<file path="src/rtl/axi4_lite_pkg.sv">
// Shared types and constants for the two-master AXI4-Lite arbiter.
package axi4_lite_pkg;

    typedef enum logic [2:0] {
        IDLE,
        RD_ADDR,
        RD_DATA,
        WR,
        WR_RESP
    } arb_state_t;

    localparam logic [1:0] RESP_OKAY   = 2'b00;
    localparam logic [1:0] RESP_EXOKAY = 2'b01;
    localparam logic [1:0] RESP_SLVERR = 2'b10;
    localparam logic [1:0] RESP_DECERR = 2'b11;

    localparam logic MID_IFU = 1'b0;
    localparam logic MID_LSU = 1'b1;

endpackage

</file>
<file path="src/rtl/axi4_lite_if.sv">
// AXI4-Lite channel bundle; master drives requests, slave drives ready/response.
interface axi4_lite_interface #(
    parameter int ADDR_WIDTH = 32,
    parameter int DATA_WIDTH = 32
);
    logic [ADDR_WIDTH-1:0]   awaddr;
    logic                    awvalid;
    logic                    awready;
    logic [DATA_WIDTH-1:0]   wdata;
    logic [DATA_WIDTH/8-1:0] wstrb;
    logic                    wvalid;
    logic                    wready;
    logic [1:0]              bresp;
    logic                    bvalid;
    logic                    bready;
    logic [ADDR_WIDTH-1:0]   araddr;
    logic                    arvalid;
    logic                    arready;
    logic [DATA_WIDTH-1:0]   rdata;
    logic [1:0]              rresp;
    logic                    rvalid;
    logic                    rready;

    modport master (
        output awaddr, awvalid, wdata, wstrb, wvalid, bready, araddr, arvalid, rready,
        input  awready, wready, bresp, bvalid, arready, rdata, rresp, rvalid
    );

    modport slave (
        input  awaddr, awvalid, wdata, wstrb, wvalid, bready, araddr, arvalid, rready,
        output awready, wready, bresp, bvalid, arready, rdata, rresp, rvalid
    );

endinterface

</file>
<file path="src/rtl/rr_pick2.sv">
// Combinational two-way round-robin picker: on a tie the prio index wins.
module rr_pick2 (
    input  logic [1:0] i_req,
    input  logic       i_prio,
    output logic       o_valid,
    output logic       o_grant
);

    always_comb begin
        o_valid = |i_req;
        o_grant = 1'b0;
        if (i_req == 2'b11) begin
            o_grant = i_prio;
        end else begin
            o_grant = i_req[1];
        end
    end

endmodule

</file>
<file path="src/rtl/axi4_lite_arbiter.sv">
// Two-master (IFU, LSU) to one-slave AXI4-Lite arbiter, one transaction outstanding,
// round-robin on ties, read preferred over write within the winning master.
module axi4_lite_arbiter
    import axi4_lite_pkg::*;
#(
    parameter int ADDR_WIDTH = 32,
    parameter int DATA_WIDTH = 32
) (
    input  logic               clock,
    input  logic               reset,
    axi4_lite_interface.slave  m0,
    axi4_lite_interface.slave  m1,
    axi4_lite_interface.master s
);

    localparam int STRB_WIDTH = DATA_WIDTH / 8;

    arb_state_t r_state;
    logic       r_grant;
    logic       r_prio;
    logic       r_aw_done;
    logic       r_w_done;

    logic [1:0] w_rd_req;
    logic [1:0] w_wr_req;
    logic [1:0] w_req;
    logic       w_pick_valid;
    logic       w_pick;

    assign w_rd_req = {m1.arvalid, m0.arvalid};
    assign w_wr_req = {m1.awvalid | m1.wvalid, m0.awvalid | m0.wvalid};
    assign w_req    = w_rd_req | w_wr_req;

    rr_pick2 u_pick (
        .i_req   (w_req),
        .i_prio  (r_prio),
        .o_valid (w_pick_valid),
        .o_grant (w_pick)
    );

    // Request side of whichever master currently holds the grant
    logic                  w_sel1;
    logic                  w_sel0;
    logic [ADDR_WIDTH-1:0] w_g_araddr;
    logic [ADDR_WIDTH-1:0] w_g_awaddr;
    logic [DATA_WIDTH-1:0] w_g_wdata;
    logic [STRB_WIDTH-1:0] w_g_wstrb;
    logic                  w_g_arvalid;
    logic                  w_g_awvalid;
    logic                  w_g_wvalid;
    logic                  w_g_rready;
    logic                  w_g_bready;

    assign w_sel1      = (r_grant == MID_LSU);
    assign w_sel0      = (r_grant == MID_IFU);
    assign w_g_araddr  = w_sel1 ? m1.araddr  : m0.araddr;
    assign w_g_awaddr  = w_sel1 ? m1.awaddr  : m0.awaddr;
    assign w_g_wdata   = w_sel1 ? m1.wdata   : m0.wdata;
    assign w_g_wstrb   = w_sel1 ? m1.wstrb   : m0.wstrb;
    assign w_g_arvalid = w_sel1 ? m1.arvalid : m0.arvalid;
    assign w_g_awvalid = w_sel1 ? m1.awvalid : m0.awvalid;
    assign w_g_wvalid  = w_sel1 ? m1.wvalid  : m0.wvalid;
    assign w_g_rready  = w_sel1 ? m1.rready  : m0.rready;
    assign w_g_bready  = w_sel1 ? m1.bready  : m0.bready;

    logic w_st_rd_addr;
    logic w_st_rd_data;
    logic w_st_wr;
    logic w_st_wr_resp;

    assign w_st_rd_addr = (r_state == RD_ADDR);
    assign w_st_rd_data = (r_state == RD_DATA);
    assign w_st_wr      = (r_state == WR);
    assign w_st_wr_resp = (r_state == WR_RESP);

    logic w_s_arvalid;
    logic w_s_rready;
    logic w_s_awvalid;
    logic w_s_wvalid;
    logic w_s_bready;

    // Once a write channel has handshaken it is masked until the response phase
    assign w_s_arvalid = w_st_rd_addr & w_g_arvalid;
    assign w_s_rready  = w_st_rd_data & w_g_rready;
    assign w_s_awvalid = w_st_wr & w_g_awvalid & ~r_aw_done;
    assign w_s_wvalid  = w_st_wr & w_g_wvalid & ~r_w_done;
    assign w_s_bready  = w_st_wr_resp & w_g_bready;

    logic w_ar_hs;
    logic w_r_hs;
    logic w_aw_hs;
    logic w_w_hs;
    logic w_b_hs;

    assign w_ar_hs = w_s_arvalid & s.arready;
    assign w_r_hs  = s.rvalid & w_s_rready;
    assign w_aw_hs = w_s_awvalid & s.awready;
    assign w_w_hs  = w_s_wvalid & s.wready;
    assign w_b_hs  = s.bvalid & w_s_bready;

    assign s.araddr  = w_g_araddr;
    assign s.arvalid = w_s_arvalid;
    assign s.rready  = w_s_rready;
    assign s.awaddr  = w_g_awaddr;
    assign s.awvalid = w_s_awvalid;
    assign s.wdata   = w_g_wdata;
    assign s.wstrb   = w_g_wstrb;
    assign s.wvalid  = w_s_wvalid;
    assign s.bready  = w_s_bready;

    assign m0.arready = w_sel0 & w_st_rd_addr & s.arready;
    assign m0.awready = w_sel0 & w_st_wr & ~r_aw_done & s.awready;
    assign m0.wready  = w_sel0 & w_st_wr & ~r_w_done & s.wready;
    assign m0.rvalid  = w_sel0 & w_st_rd_data & s.rvalid;
    assign m0.bvalid  = w_sel0 & w_st_wr_resp & s.bvalid;
    assign m0.rdata   = s.rdata;
    assign m0.rresp   = s.rresp;
    assign m0.bresp   = s.bresp;

    assign m1.arready = w_sel1 & w_st_rd_addr & s.arready;
    assign m1.awready = w_sel1 & w_st_wr & ~r_aw_done & s.awready;
    assign m1.wready  = w_sel1 & w_st_wr & ~r_w_done & s.wready;
    assign m1.rvalid  = w_sel1 & w_st_rd_data & s.rvalid;
    assign m1.bvalid  = w_sel1 & w_st_wr_resp & s.bvalid;
    assign m1.rdata   = s.rdata;
    assign m1.rresp   = s.rresp;
    assign m1.bresp   = s.bresp;

    always_ff @(posedge clock) begin
        if (!reset) begin
            r_state   <= IDLE;
            r_grant   <= MID_IFU;
            r_prio    <= MID_IFU;
            r_aw_done <= 1'b0;
            r_w_done  <= 1'b0;
        end else begin
            case (r_state)
                IDLE: begin
                    if (w_pick_valid) begin
                        r_grant <= w_pick;
                        r_state <= w_rd_req[w_pick] ? RD_ADDR : WR;
                    end
                end
                RD_ADDR: begin
                    if (w_ar_hs) begin
                        r_state <= RD_DATA;
                    end
                end
                RD_DATA: begin
                    if (w_r_hs) begin
                        r_state <= IDLE;
                        r_prio  <= ~r_grant;
                    end
                end
                WR: begin
                    if ((r_aw_done | w_aw_hs) & (r_w_done | w_w_hs)) begin
                        r_state   <= WR_RESP;
                        r_aw_done <= 1'b0;
                        r_w_done  <= 1'b0;
                    end else begin
                        if (w_aw_hs) begin
                            r_aw_done <= 1'b1;
                        end
                        if (w_w_hs) begin
                            r_w_done <= 1'b1;
                        end
                    end
                end
                WR_RESP: begin
                    if (w_b_hs) begin
                        r_state <= IDLE;
                        r_prio  <= ~r_grant;
                    end
                end
                default: begin
                    r_state <= IDLE;
                end
            endcase
        end
    end

endmodule
</file>
<file path="src/flat_wrapper.sv">
// flat-port wrapper written by rule: the top's interface ports become plain ports
module axi4_lite_arbiter_flat import axi4_lite_pkg::*;
#(
    parameter int ADDR_WIDTH = 32,
    parameter int DATA_WIDTH = 32
)
  (clock, reset, m0_awaddr, m0_awvalid, m0_wdata, m0_wstrb, m0_wvalid, m0_bready, m0_araddr, m0_arvalid, m0_rready, m0_awready, m0_wready, m0_bresp, m0_bvalid, m0_arready, m0_rdata, m0_rresp, m0_rvalid, m1_awaddr, m1_awvalid, m1_wdata, m1_wstrb, m1_wvalid, m1_bready, m1_araddr, m1_arvalid, m1_rready, m1_awready, m1_wready, m1_bresp, m1_bvalid, m1_arready, m1_rdata, m1_rresp, m1_rvalid, s_awaddr, s_awvalid, s_wdata, s_wstrb, s_wvalid, s_bready, s_araddr, s_arvalid, s_rready, s_awready, s_wready, s_bresp, s_bvalid, s_arready, s_rdata, s_rresp, s_rvalid);
  axi4_lite_interface #(.ADDR_WIDTH(ADDR_WIDTH), .DATA_WIDTH(DATA_WIDTH)) m0_i ();
  axi4_lite_interface #(.ADDR_WIDTH(ADDR_WIDTH), .DATA_WIDTH(DATA_WIDTH)) m1_i ();
  axi4_lite_interface #(.ADDR_WIDTH(ADDR_WIDTH), .DATA_WIDTH(DATA_WIDTH)) s_i ();
  input  logic clock;
  input  logic reset;
  input wire logic [$bits(m0_i.awaddr)-1:0] m0_awaddr;
  input wire logic [$bits(m0_i.awvalid)-1:0] m0_awvalid;
  input wire logic [$bits(m0_i.wdata)-1:0] m0_wdata;
  input wire logic [$bits(m0_i.wstrb)-1:0] m0_wstrb;
  input wire logic [$bits(m0_i.wvalid)-1:0] m0_wvalid;
  input wire logic [$bits(m0_i.bready)-1:0] m0_bready;
  input wire logic [$bits(m0_i.araddr)-1:0] m0_araddr;
  input wire logic [$bits(m0_i.arvalid)-1:0] m0_arvalid;
  input wire logic [$bits(m0_i.rready)-1:0] m0_rready;
  output wire logic [$bits(m0_i.awready)-1:0] m0_awready;
  output wire logic [$bits(m0_i.wready)-1:0] m0_wready;
  output wire logic [$bits(m0_i.bresp)-1:0] m0_bresp;
  output wire logic [$bits(m0_i.bvalid)-1:0] m0_bvalid;
  output wire logic [$bits(m0_i.arready)-1:0] m0_arready;
  output wire logic [$bits(m0_i.rdata)-1:0] m0_rdata;
  output wire logic [$bits(m0_i.rresp)-1:0] m0_rresp;
  output wire logic [$bits(m0_i.rvalid)-1:0] m0_rvalid;
  input wire logic [$bits(m1_i.awaddr)-1:0] m1_awaddr;
  input wire logic [$bits(m1_i.awvalid)-1:0] m1_awvalid;
  input wire logic [$bits(m1_i.wdata)-1:0] m1_wdata;
  input wire logic [$bits(m1_i.wstrb)-1:0] m1_wstrb;
  input wire logic [$bits(m1_i.wvalid)-1:0] m1_wvalid;
  input wire logic [$bits(m1_i.bready)-1:0] m1_bready;
  input wire logic [$bits(m1_i.araddr)-1:0] m1_araddr;
  input wire logic [$bits(m1_i.arvalid)-1:0] m1_arvalid;
  input wire logic [$bits(m1_i.rready)-1:0] m1_rready;
  output wire logic [$bits(m1_i.awready)-1:0] m1_awready;
  output wire logic [$bits(m1_i.wready)-1:0] m1_wready;
  output wire logic [$bits(m1_i.bresp)-1:0] m1_bresp;
  output wire logic [$bits(m1_i.bvalid)-1:0] m1_bvalid;
  output wire logic [$bits(m1_i.arready)-1:0] m1_arready;
  output wire logic [$bits(m1_i.rdata)-1:0] m1_rdata;
  output wire logic [$bits(m1_i.rresp)-1:0] m1_rresp;
  output wire logic [$bits(m1_i.rvalid)-1:0] m1_rvalid;
  output wire logic [$bits(s_i.awaddr)-1:0] s_awaddr;
  output wire logic [$bits(s_i.awvalid)-1:0] s_awvalid;
  output wire logic [$bits(s_i.wdata)-1:0] s_wdata;
  output wire logic [$bits(s_i.wstrb)-1:0] s_wstrb;
  output wire logic [$bits(s_i.wvalid)-1:0] s_wvalid;
  output wire logic [$bits(s_i.bready)-1:0] s_bready;
  output wire logic [$bits(s_i.araddr)-1:0] s_araddr;
  output wire logic [$bits(s_i.arvalid)-1:0] s_arvalid;
  output wire logic [$bits(s_i.rready)-1:0] s_rready;
  input wire logic [$bits(s_i.awready)-1:0] s_awready;
  input wire logic [$bits(s_i.wready)-1:0] s_wready;
  input wire logic [$bits(s_i.bresp)-1:0] s_bresp;
  input wire logic [$bits(s_i.bvalid)-1:0] s_bvalid;
  input wire logic [$bits(s_i.arready)-1:0] s_arready;
  input wire logic [$bits(s_i.rdata)-1:0] s_rdata;
  input wire logic [$bits(s_i.rresp)-1:0] s_rresp;
  input wire logic [$bits(s_i.rvalid)-1:0] s_rvalid;
  assign m0_i.awaddr = m0_awaddr;
  assign m0_i.awvalid = m0_awvalid;
  assign m0_i.wdata = m0_wdata;
  assign m0_i.wstrb = m0_wstrb;
  assign m0_i.wvalid = m0_wvalid;
  assign m0_i.bready = m0_bready;
  assign m0_i.araddr = m0_araddr;
  assign m0_i.arvalid = m0_arvalid;
  assign m0_i.rready = m0_rready;
  assign m0_awready = m0_i.awready;
  assign m0_wready = m0_i.wready;
  assign m0_bresp = m0_i.bresp;
  assign m0_bvalid = m0_i.bvalid;
  assign m0_arready = m0_i.arready;
  assign m0_rdata = m0_i.rdata;
  assign m0_rresp = m0_i.rresp;
  assign m0_rvalid = m0_i.rvalid;
  assign m1_i.awaddr = m1_awaddr;
  assign m1_i.awvalid = m1_awvalid;
  assign m1_i.wdata = m1_wdata;
  assign m1_i.wstrb = m1_wstrb;
  assign m1_i.wvalid = m1_wvalid;
  assign m1_i.bready = m1_bready;
  assign m1_i.araddr = m1_araddr;
  assign m1_i.arvalid = m1_arvalid;
  assign m1_i.rready = m1_rready;
  assign m1_awready = m1_i.awready;
  assign m1_wready = m1_i.wready;
  assign m1_bresp = m1_i.bresp;
  assign m1_bvalid = m1_i.bvalid;
  assign m1_arready = m1_i.arready;
  assign m1_rdata = m1_i.rdata;
  assign m1_rresp = m1_i.rresp;
  assign m1_rvalid = m1_i.rvalid;
  assign s_awaddr = s_i.awaddr;
  assign s_awvalid = s_i.awvalid;
  assign s_wdata = s_i.wdata;
  assign s_wstrb = s_i.wstrb;
  assign s_wvalid = s_i.wvalid;
  assign s_bready = s_i.bready;
  assign s_araddr = s_i.araddr;
  assign s_arvalid = s_i.arvalid;
  assign s_rready = s_i.rready;
  assign s_i.awready = s_awready;
  assign s_i.wready = s_wready;
  assign s_i.bresp = s_bresp;
  assign s_i.bvalid = s_bvalid;
  assign s_i.arready = s_arready;
  assign s_i.rdata = s_rdata;
  assign s_i.rresp = s_rresp;
  assign s_i.rvalid = s_rvalid;
  axi4_lite_arbiter #(.ADDR_WIDTH(ADDR_WIDTH), .DATA_WIDTH(DATA_WIDTH)) u_core (.clock(clock), .reset(reset), .m0(m0_i), .m1(m1_i), .s(s_i));
endmodule
</file>
<file path="config.mk">
export PLATFORM = sky130hd
export DESIGN_NAME = axi4_lite_arbiter_flat
export DESIGN_NICKNAME = d
export VERILOG_FILES = /design/src/rtl/axi4_lite_pkg.sv /design/src/rtl/axi4_lite_if.sv /design/src/rtl/rr_pick2.sv /design/src/rtl/axi4_lite_arbiter.sv /design/src/flat_wrapper.sv
export SDC_FILE = /design/constraint.sdc
export NUM_CORES = 1
export LEC_CHECK = 0
export BUFFER_PORTS_ARGS = -buffer_cell sky130_fd_sc_hd__buf_4
export CORE_AREA = 2 2 171 173
export CTS_BUF_LIST = sky130_fd_sc_hd__clkbuf_4
export DETAILED_ROUTE_END_ITERATION = 16
export DIE_AREA = 0 0 173 175
export HOLD_SLACK_MARGIN = 0.1
export MAX_ROUTING_LAYER = met4
export PLACE_DENSITY_LB_ADDON = 0.1
export SLEW_MARGIN = 30
export SYNTH_ARGS = -nofsm -noshare
export SYNTH_HDL_FRONTEND = slang
export SYNTH_HIERARCHICAL = 1
export SYNTH_SLANG_ARGS = --single-unit
</file>
<file path="constraint.sdc">
create_clock -name clock -period 1.85 [get_ports clock]
set_clock_uncertainty 0.15 [all_clocks]
set_input_delay 0.2775 -clock clock [delete_from_list [all_inputs] [get_ports clock]]
set_output_delay 0.2775 -clock clock [all_outputs]
set_load 0.02 [all_outputs]
</file>
==> results.cfg, run 1 <==
[run_status]
status = finished, violations left
violations = negative setup slack

[sta]
tns_ns = -5.63
setup_ws_ns = -0.103
hold_violations = 0
drv_slew = 0
finalSetupViolCount = 92
fmax_mhz = 512
relSlewSlack = 0.762
period_needed_ns = 1.95
fin_crit_sh = 1.06
tightest_slew_ns = 0.353
rsz0062_at_grt = yes

[detailed_routing]
wirelength_mm = 16.7
viasPerCell = 3.35
antenna_left = 0
drt_iter0_markers = 55
num_vias = 3121
drc_errors = 0
first_pass_iters = 4
wl_per_cell_um = 18.0

[clock_tree]
clk_pin_slew_ns = 0.05
cts-root-buf = clkbuf_4
cts_buffers = 3
htree_levels = 1
clock_sinks = 7
clk_latency_ns = 0.25
clockBufferDepth = 2
ctsHoldBuffers = 0
cts_tree = yes

[synthesis]
synth_largest_area_cell = mux2_2
synth_fp_nets = 517
synthesis.instances = 264
synth_warnings = 6
synth_area_sq_um = 2310
synth_cell_type_count = 30
synth_top_area_share = 0.501
synth_area_leaders = mux2_2 50%, buf_4 24%, dfxtp_1 6.1%
syn_avg_cell_area_sq_um = 8.77
synth_seq_area_share = 0.0605
ys_ff_latch = 7

[floorplan]
core_sq_um = 28400
row_count = 62
die_w_um = 173
initial_core_util = 0.0815
die_h_um = 175
die-area_sq_um = 30300
io_pins = 440

[setup_path]
critical_path.max_fanout = 7
path_class = reg -> out
arrival_ns = 1.53
cp-end-kind = output pin
crit_path_start_kind = flop
r2r-start = u_core/r_grant$_SDFFE_PN0P_
rrSetupSlack_ns = 0.06
required_ns = 1.42
timing.rr.end = u_core/r_state[0]$_SDFFE_PN0P_
ff2ff_path_depth = 6

[hold_path]
hp-class = in -> reg
min_path_cells = 3
hold_end = u_core/r_w_done$_SDFFE_PN0P_
min_from = reset

[global_routing]
grt_pass1_vias = 3395
grt_usage = 0.103
grt_remaining_overflow = 0
grt_pass1_wl_mm = 23.2
grt_antenna_before_repair = 1
grt_max_degree = 26

[place]
port_buffers = 331
post-place-cells = 908
place_hpwl_mm = 13.8
placed_area_sq_um = 4820
gp_congestion = 0.834

[pwr]
power.density_nw_per_um2 = 515
power_uw = 3050
power_leakage_uw = 0.00284
ir_worst_vdd_uv = 164

[cells_and_area]
drive_gt1_frac = 0.903
mostFrequentLayoutCells = 258 x buf_4, 88 x buf_6, 79 x mux2_4
syn2layout_area_growth_pct = 156
final_nets = 800
stdcell_count = 931
layout.cells.most_common = buf_4
final_area_sq_um = 5920
fillers = 3216

[flow_run]
maxCapViolCount = 0
==> registers in the layout, indices dropped and copies added, names as in the netlist <==
name and flops:
u_core/r_state 3, u_core/r_aw_done 1, u_core/r_grant 1, u_core/r_prio 1
u_core/r_w_done 1
==> critical path: stages, from the launching register on <==
cell	delay [ns]
dfxtp_4	0.45
buf_12	0.19
buf_16	0.14
mux2_2	0.35
buf_6	0.13
==> power breakdown <==
part	switching, uW	total (uW)	internal (uW)
clock network	53.9	151	96.8
registers	70.3	258	188
logic	1110	2640	1530
total	1240	3050	1820
==> per-layer routing <==
metal  global-route usage  wire length [um]  part of all wire  vias up
li1                     -                 -                 -     1431
met1                0.107              6050              0.36     1491
met2                0.198              9240              0.55      193
met3               0.0311              1310             0.078        6
met4               0.0120               143            0.0085        0
met5                    -                 0                 0        -
==> cell type report <==
class,count,area (sq um),share of cell area
diodes,1,2.50,0.000423
clock buffers,4,30.0,0.00507
inverters,5,18.8,0.00317
multi-input cells,167,1940,0.327
flip-flops and latches,7,153,0.0258
well taps,384,480,0.0811
repair buffers,363,3300,0.557
==> synthesized netlist by cell type <==
cell type	n
and3_1	8
or4b_1	1
a21oi_1	5
clkbuf_1	1
o21ai_1	1
a311oi_1	1
mux2i_1	5
nand3_1	3
nor2_1	9
a21boi_1	1
a221oi_1	1
dfxtp_1	7
or3_1	3
o21ai_0	3
nor3_1	1
o21a_1	1
nor2b_1	1
inv_1	5
a31oi_1	2
nand3b_1	2
nor3b_1	2
buf_4	74
or2_1	1
o221ai_1	1
nand2_1	7
and2_1	3
mux2_2	103
buf_2	10
and3b_1	1
nand4b_1	1
==> worst max-delay path by stage <==
stage / startpoint / to / slack [ns]
after floorplan: u_core/r_grant$_SDFFE_PN0P_ / s_wstrb[0] / 0.06
after global placement: m0_wvalid / u_core/r_state[1]$_SDFFE_PN0P_ / -0.05
after detailed placement: m0_wvalid / u_core/r_state[1]$_SDFFE_PN0P_ / -0.06
after CTS: u_core/r_grant$_SDFFE_PN0P_ / s_araddr[27] / -0.13
after global routing: u_core/r_grant$_SDFFE_PN0P_ / s_wdata[12] / -0.15
final: u_core/r_grant$_SDFFE_PN0P_ / s_wdata[12] / -0.10
==> cells by family after synthesis <==
| family | synth area share |
|---|---|
| and+or+nand+nor | 0.103 |
| buffers and inverters | 0.271 |
| AOI/OAI and AO/OA | 0.0427 |
| DFF | 0.0605 |
| muxes | 0.523 |
==> stage by stage <==
| stage | hold WS (ns) | worst slack, ns | util |
|---|---|---|---|
| floorplan | 0.263 | 0.0613 | - |
| global placement | 0.320 | -0.0532 | 0.170 |
| detailed placement | 0.315 | -0.0628 | 0.170 |
| CTS | 0.171 | -0.134 | 0.195 |
| global route | 0.192 | -0.146 | 0.209 |
| finish | 0.172 | -0.103 | 0.209 |
==> timing repair <==
item | CTS | global route
pin swaps | 5 | 5
resized for setup | 133 | 77
buffers inserted | 8 | 3
endpoints found under the setup margin | 109 | 109
gates cloned | 4 | 4
Power figures use the tool's default switching activity.
==> inputs of run 2 (changes only) <==
- SETUP_SLACK_MARGIN: unset -> 0.5
- TNS_END_PERCENT: unset -> 5
==> results.cfg, run 2 (same netlist as run 1, synthesis figures left out) <==
[cells_and_area]
syn2layout_area_growth_pct = 151
final_nets = 792
drive_gt1_frac = 0.898
diodes = 0
fillers = 3199
layout.cells.most_common = buf_4
multiInputGateArea_sq_um = 1930
largest_register = u_core/r_state
largest_register_ff_count = 3
seq_area_sq_um = 150
mostFrequentLayoutCells = 250 x buf_4, 93 x buf_6, 83 x mux2_4
stdcell_count = 922

[detailed_routing]
num_vias = 3028
drt_iter0_markers = 50
wirelength_mm = 15.8
antenna_left = 0
drc_errors = 0
wl_per_cell_um = 17.2
first_pass_iters = 4
viasPerCell = 3.28

[clock_tree]
clockBufferDepth = 2
clk_latency_ns = 0.25
cts_tree = yes
clk_pin_slew_ns = 0.06
ctsHoldBuffers = 0
cts_buffers = 3
htree_levels = 1
cts-root-buf = clkbuf_4
clock_sinks = 7

[floorplan]
die_h_um = 175
initial_core_util = 0.0815
core_sq_um = 28400
row_count = 62
die-area_sq_um = 30300
die_w_um = 173
io_pins = 440

[hold_path]
hp-class = in -> reg
min_path_cells = 3
min_from = reset
hold_end = u_core/r_prio$_SDFFE_PN0P_

[place]
post-place-cells = 908
gp_congestion = 0.824
place_hpwl_mm = 13.1
port_buffers = 331
dp_slack_ns = 0.0335

[sta]
finalSetupViolCount = 84
fin_crit_sh = 1.05
fmax_mhz = 516
rsz0062_at_grt = yes
relSlewSlack = 0.780
fin_hold_ws_ns = 0.177
tightest_slew_ns = 0.327
period_needed_ns = 1.94
tns_ns = -2.66
drv_slew = 0
setup_ws_ns = -0.0880
hold_violations = 0

[global_routing]
grt_pass1_vias = 3080
grt_max_degree = 29
grt_antenna_before_repair = 0
use_met3 = 0.0246
met2_usage = 0.180
grt_pass1_wl_mm = 21.0
grt_remaining_overflow = 0
top_usage_layer = met2
use_met1 = 0.0970
grt_usage = 0.0931

[setup_path]
critical_path.max_fanout = 14
required_ns = 1.42
r2r-start = u_core/r_grant$_SDFFE_PN0P_
arrival_ns = 1.51
ff2ff_path_depth = 5
crit_path_start_kind = flop
rrSetupSlack_ns = 0.07
timing.rr.end = u_core/r_prio$_SDFFE_PN0P_
cp-end-kind = output pin
path_class = reg -> out

[run_status]
status = finished, violations left
violations = negative setup slack

[flow_run]
maxCapViolCount = 0

[pwr]
power.density_nw_per_um2 = 506
power_leakage_uw = 0.00280
ir_worst_vdd_uv = 172
-- run 2: worst max-delay path by stage --
| stage | from | depth (start not counted) | end |
|---|---|---|---|
| 5_1_grt | u_core/r_grant$_SDFFE_PN0P_ | 4 | s_wdata[0] |
| 3_3_place_gp | m0_wvalid | 6 | u_core/r_state[0]$_SDFFE_PN0P_ |
| 6_report | u_core/r_grant$_SDFFE_PN0P_ | 4 | s_wdata[0] |
| 3_5_place_dp | u_core/r_grant$_SDFFE_PN0P_ | 4 | u_core/r_state[0]$_SDFFE_PN0P_ |
| 2_1_floorplan | m1_arvalid | 6 | u_core/r_state[1]$_SDFFE_PN0P_ |
| 4_1_cts | u_core/r_grant$_SDFFE_PN0P_ | 4 | s_awaddr[15] |
-- run 2: worst max-delay path: stages, from the launching register on --
cell and delay [ns]:
dfxtp_4 0.39, buf_12 0.17, buf_16 0.16, mux2_2 0.36
buf_4 0.16
-- run 2: stage by stage --
stage | util | instance area, sq um | power (uW)
finish | 0.205 | 5820 | 2940
CTS | 0.183 | 5190 | 2620
detailed placement | 0.173 | 4930 | 2320
floorplan | - | 2460 | 1540
global placement | 0.173 | 4930 | 2330
global route | 0.205 | 5820 | 3100
-- run 2: per-layer routing --
layer | vias to the layer above | wire length [um]
met5 | - | 0
met3 | 12 | 1070
met1 | 1429 | 5910
met2 | 170 | 8750
met4 | 0 | 116
li1 | 1417 | -
-- run 2: what timing repair did --
action,in CTS,in global routing
gates cloned,0,6
setup endpoints to repair,122,122
buffers inserted,3,1
pin swaps,7,6
gates resized for setup,51,130
-- run 2: cell type report --
cell class                 instances  area share
timing repair buffer             355       0.550
multi-input combinational        167       0.332
tap                              384      0.0825
sequential                         7      0.0258
clock buffer                       4     0.00516
inverter                           5     0.00451
-- run 2: report_power, final --
part / leakage, uW / switching [uW] / internal (uW) / total (uW)
clock network: 0.0000184 / 59.9 / 97.2 / 157
logic: 0.00273 / 1090 / 1470 / 2560
registers: 0.0000592 / 45.3 / 184 / 229
==> inputs of run 3 (changes only) <==
- CELL_PAD_IN_SITES_DETAIL_PLACEMENT: unset -> 0
- CELL_PAD_IN_SITES_GLOBAL_PLACEMENT: unset -> 1
- CORE_AREA: 2 2 171 173 -> 2 2 170 172
- DIE_AREA: 0 0 173 175 -> 0 0 172 174
- TNS_END_PERCENT: 5 -> 50
- clock period: 1.85 -> 1.8 ns (I/O delays scaled with it)
==> results.cfg, run 3 (same netlist as run 1, synthesis figures left out) <==
[run_status]
status = finished, violations left
violations = negative setup slack

[place]
gp_congestion = 0.800
dp_slack_ns = 0.00169
port_buffers = 331
place_hpwl_mm = 13.2

[setup_path]
timing.rr.end = u_core/r_prio$_SDFFE_PN0P_
path_class = reg -> out
arrival_ns = 1.51
ff2ff_path_depth = 5
required_ns = 1.38
r2r-start = u_core/r_grant$_SDFFE_PN0P_
critical_path.max_fanout = 5
crit_path_start_kind = flop
rrSetupSlack_ns = 0
cp-end-kind = output pin

[floorplan]
io_pins = 440
initial_core_util = 0.0820
die-area_sq_um = 29900
die_h_um = 174
core_sq_um = 28200
die_w_um = 172
row_count = 62

[clock_tree]
clk_latency_ns = 0.24
clock_sinks = 7
cts_tree = yes
clk_pin_slew_ns = 0.05
htree_levels = 1
cts_buffers = 3
cts-root-buf = clkbuf_4
clockBufferDepth = 2

[global_routing]
grt_pass1_vias = 3281
grt_max_degree = 19
grt_remaining_overflow = 0
grt_pass1_wl_mm = 20.5
grt_antenna_before_repair = 2
grt_usage = 0.0926

[detailed_routing]
drc_errors = 0
antenna_left = 0
num_vias = 3087
drt_iter0_markers = 44
wl_per_cell_um = 16.1
wirelength_mm = 15.1
first_pass_iters = 4
viasPerCell = 3.28

[cells_and_area]
fillers = 3194
layout.cells.most_common = buf_4
largest_register_ff_count = 3
syn2layout_area_growth_pct = 157
final_nets = 809
final_core_util = 0.211
largest_register = u_core/r_state
drive_gt1_frac = 0.912
mostFrequentLayoutCells = 289 x buf_4, 95 x mux2_4, 72 x buf_6

[sta]
tightest_slew_ns = 0.283
period_needed_ns = 1.93
hold_violations = 0
setup_ws_ns = -0.129
relSlewSlack = 0.811
finalSetupViolCount = 107
fin_crit_sh = 1.07
rsz0062_at_grt = yes
drv_slew = 0
fmax_mhz = 518

[pwr]
sequentialPowerShare = 0.078
internal_power_uw = 1840
power_frac_comb = 0.872
power_leakage_uw = 0.00289
p_sw_uw = 1220
switching_share = 0.400
p_clk_frac = 0.050
power.density_nw_per_um2 = 515
ir_worst_vdd_uv = 174

[hold_path]
min_from = s_wready
min_path_cells = 3
hold_end = u_core/r_w_done$_SDFFE_PN0P_
hp-class = in -> reg

[flow_run]
maxCapViolCount = 0
## run 3: power groups by stage
| stage | combinational (uW) | sequential [uW] | clock (uW) |
|---|---|---|---|
| global placement | 2300 | 235 | 0 |
| CTS | 2650 | 235 | 161 |
| floorplan | 1460 | 219 | 0 |
| global route | 2830 | 247 | 175 |
| detailed placement | 2290 | 237 | 0 |
| finish | 2670 | 239 | 152 |
## run 3: worst max-delay path, cell delays in order (launching register included)
cell and delay [ns]:
dfxtp_4 0.41, buf_4 0.18, mux2_2 0.38, and2_1 0.15, buf_4 0.15
## run 3: through the flow
stage	TNS (ns)	power, uW	instance area (sq um)	std cells	hold slack (ns)
floorplan	0	1680	2650	264	0.256
global placement	0	2530	5190	918	0.311
detailed placement	0	2530	5190	918	0.326
CTS	-9.78	3050	5820	937	0.172
global route	-13.42	3250	5940	941	0.189
finish	-5.36	3060	5940	941	0.181
## run 3: routing by layer
layer / track usage / vias up / part of all wire
met5: - / - / 0
met4: 0.00665 / 0 / 0.0044
met3: 0.0344 / 7 / 0.11
met2: 0.177 / 206 / 0.53
met1: 0.0921 / 1421 / 0.35
li1: - / 1453 / -
## run 3: worst max-delay path by stage
| stage | from | to | slack [ns] | depth (start not counted) |
|---|---|---|---|---|
| CTS | u_core/r_grant$_SDFFE_PN0P_ | s_rready | -0.17 | 4 |
| global route | u_core/r_grant$_SDFFE_PN0P_ | s_rready | -0.21 | 4 |
| detailed placement | u_core/r_grant$_SDFFE_PN0P_ | s_wdata[7] | 0.002 | 4 |
| floorplan | m1_arvalid | u_core/r_state[1]$_SDFFE_PN0P_ | 0.24 | 6 |
| finish | u_core/r_grant$_SDFFE_PN0P_ | s_awvalid | -0.13 | 4 |
| global placement | m1_arvalid | u_core/r_state[1]$_SDFFE_PN0P_ | 0.02 | 7 |
## run 3: final cells by class
cell class / instances / area, sq um / area share
antenna: 2 / 5.00 / 0.000842
clock buffer: 4 / 30.0 / 0.00505
inverter: 5 / 26.3 / 0.00442
multi-input combinational: 167 / 2030 / 0.341
sequential: 7 / 151 / 0.0255
tap: 384 / 480 / 0.0808
timing repair buffer: 372 / 3220 / 0.542
## run 3: repair_timing
item	4_1_cts	5_1_grt
buffers inserted	13	1
gates cloned	2	1
endpoints found under the setup margin	122	122
pin swaps	7	4
hold buffers	0	0
resized for setup	118	22
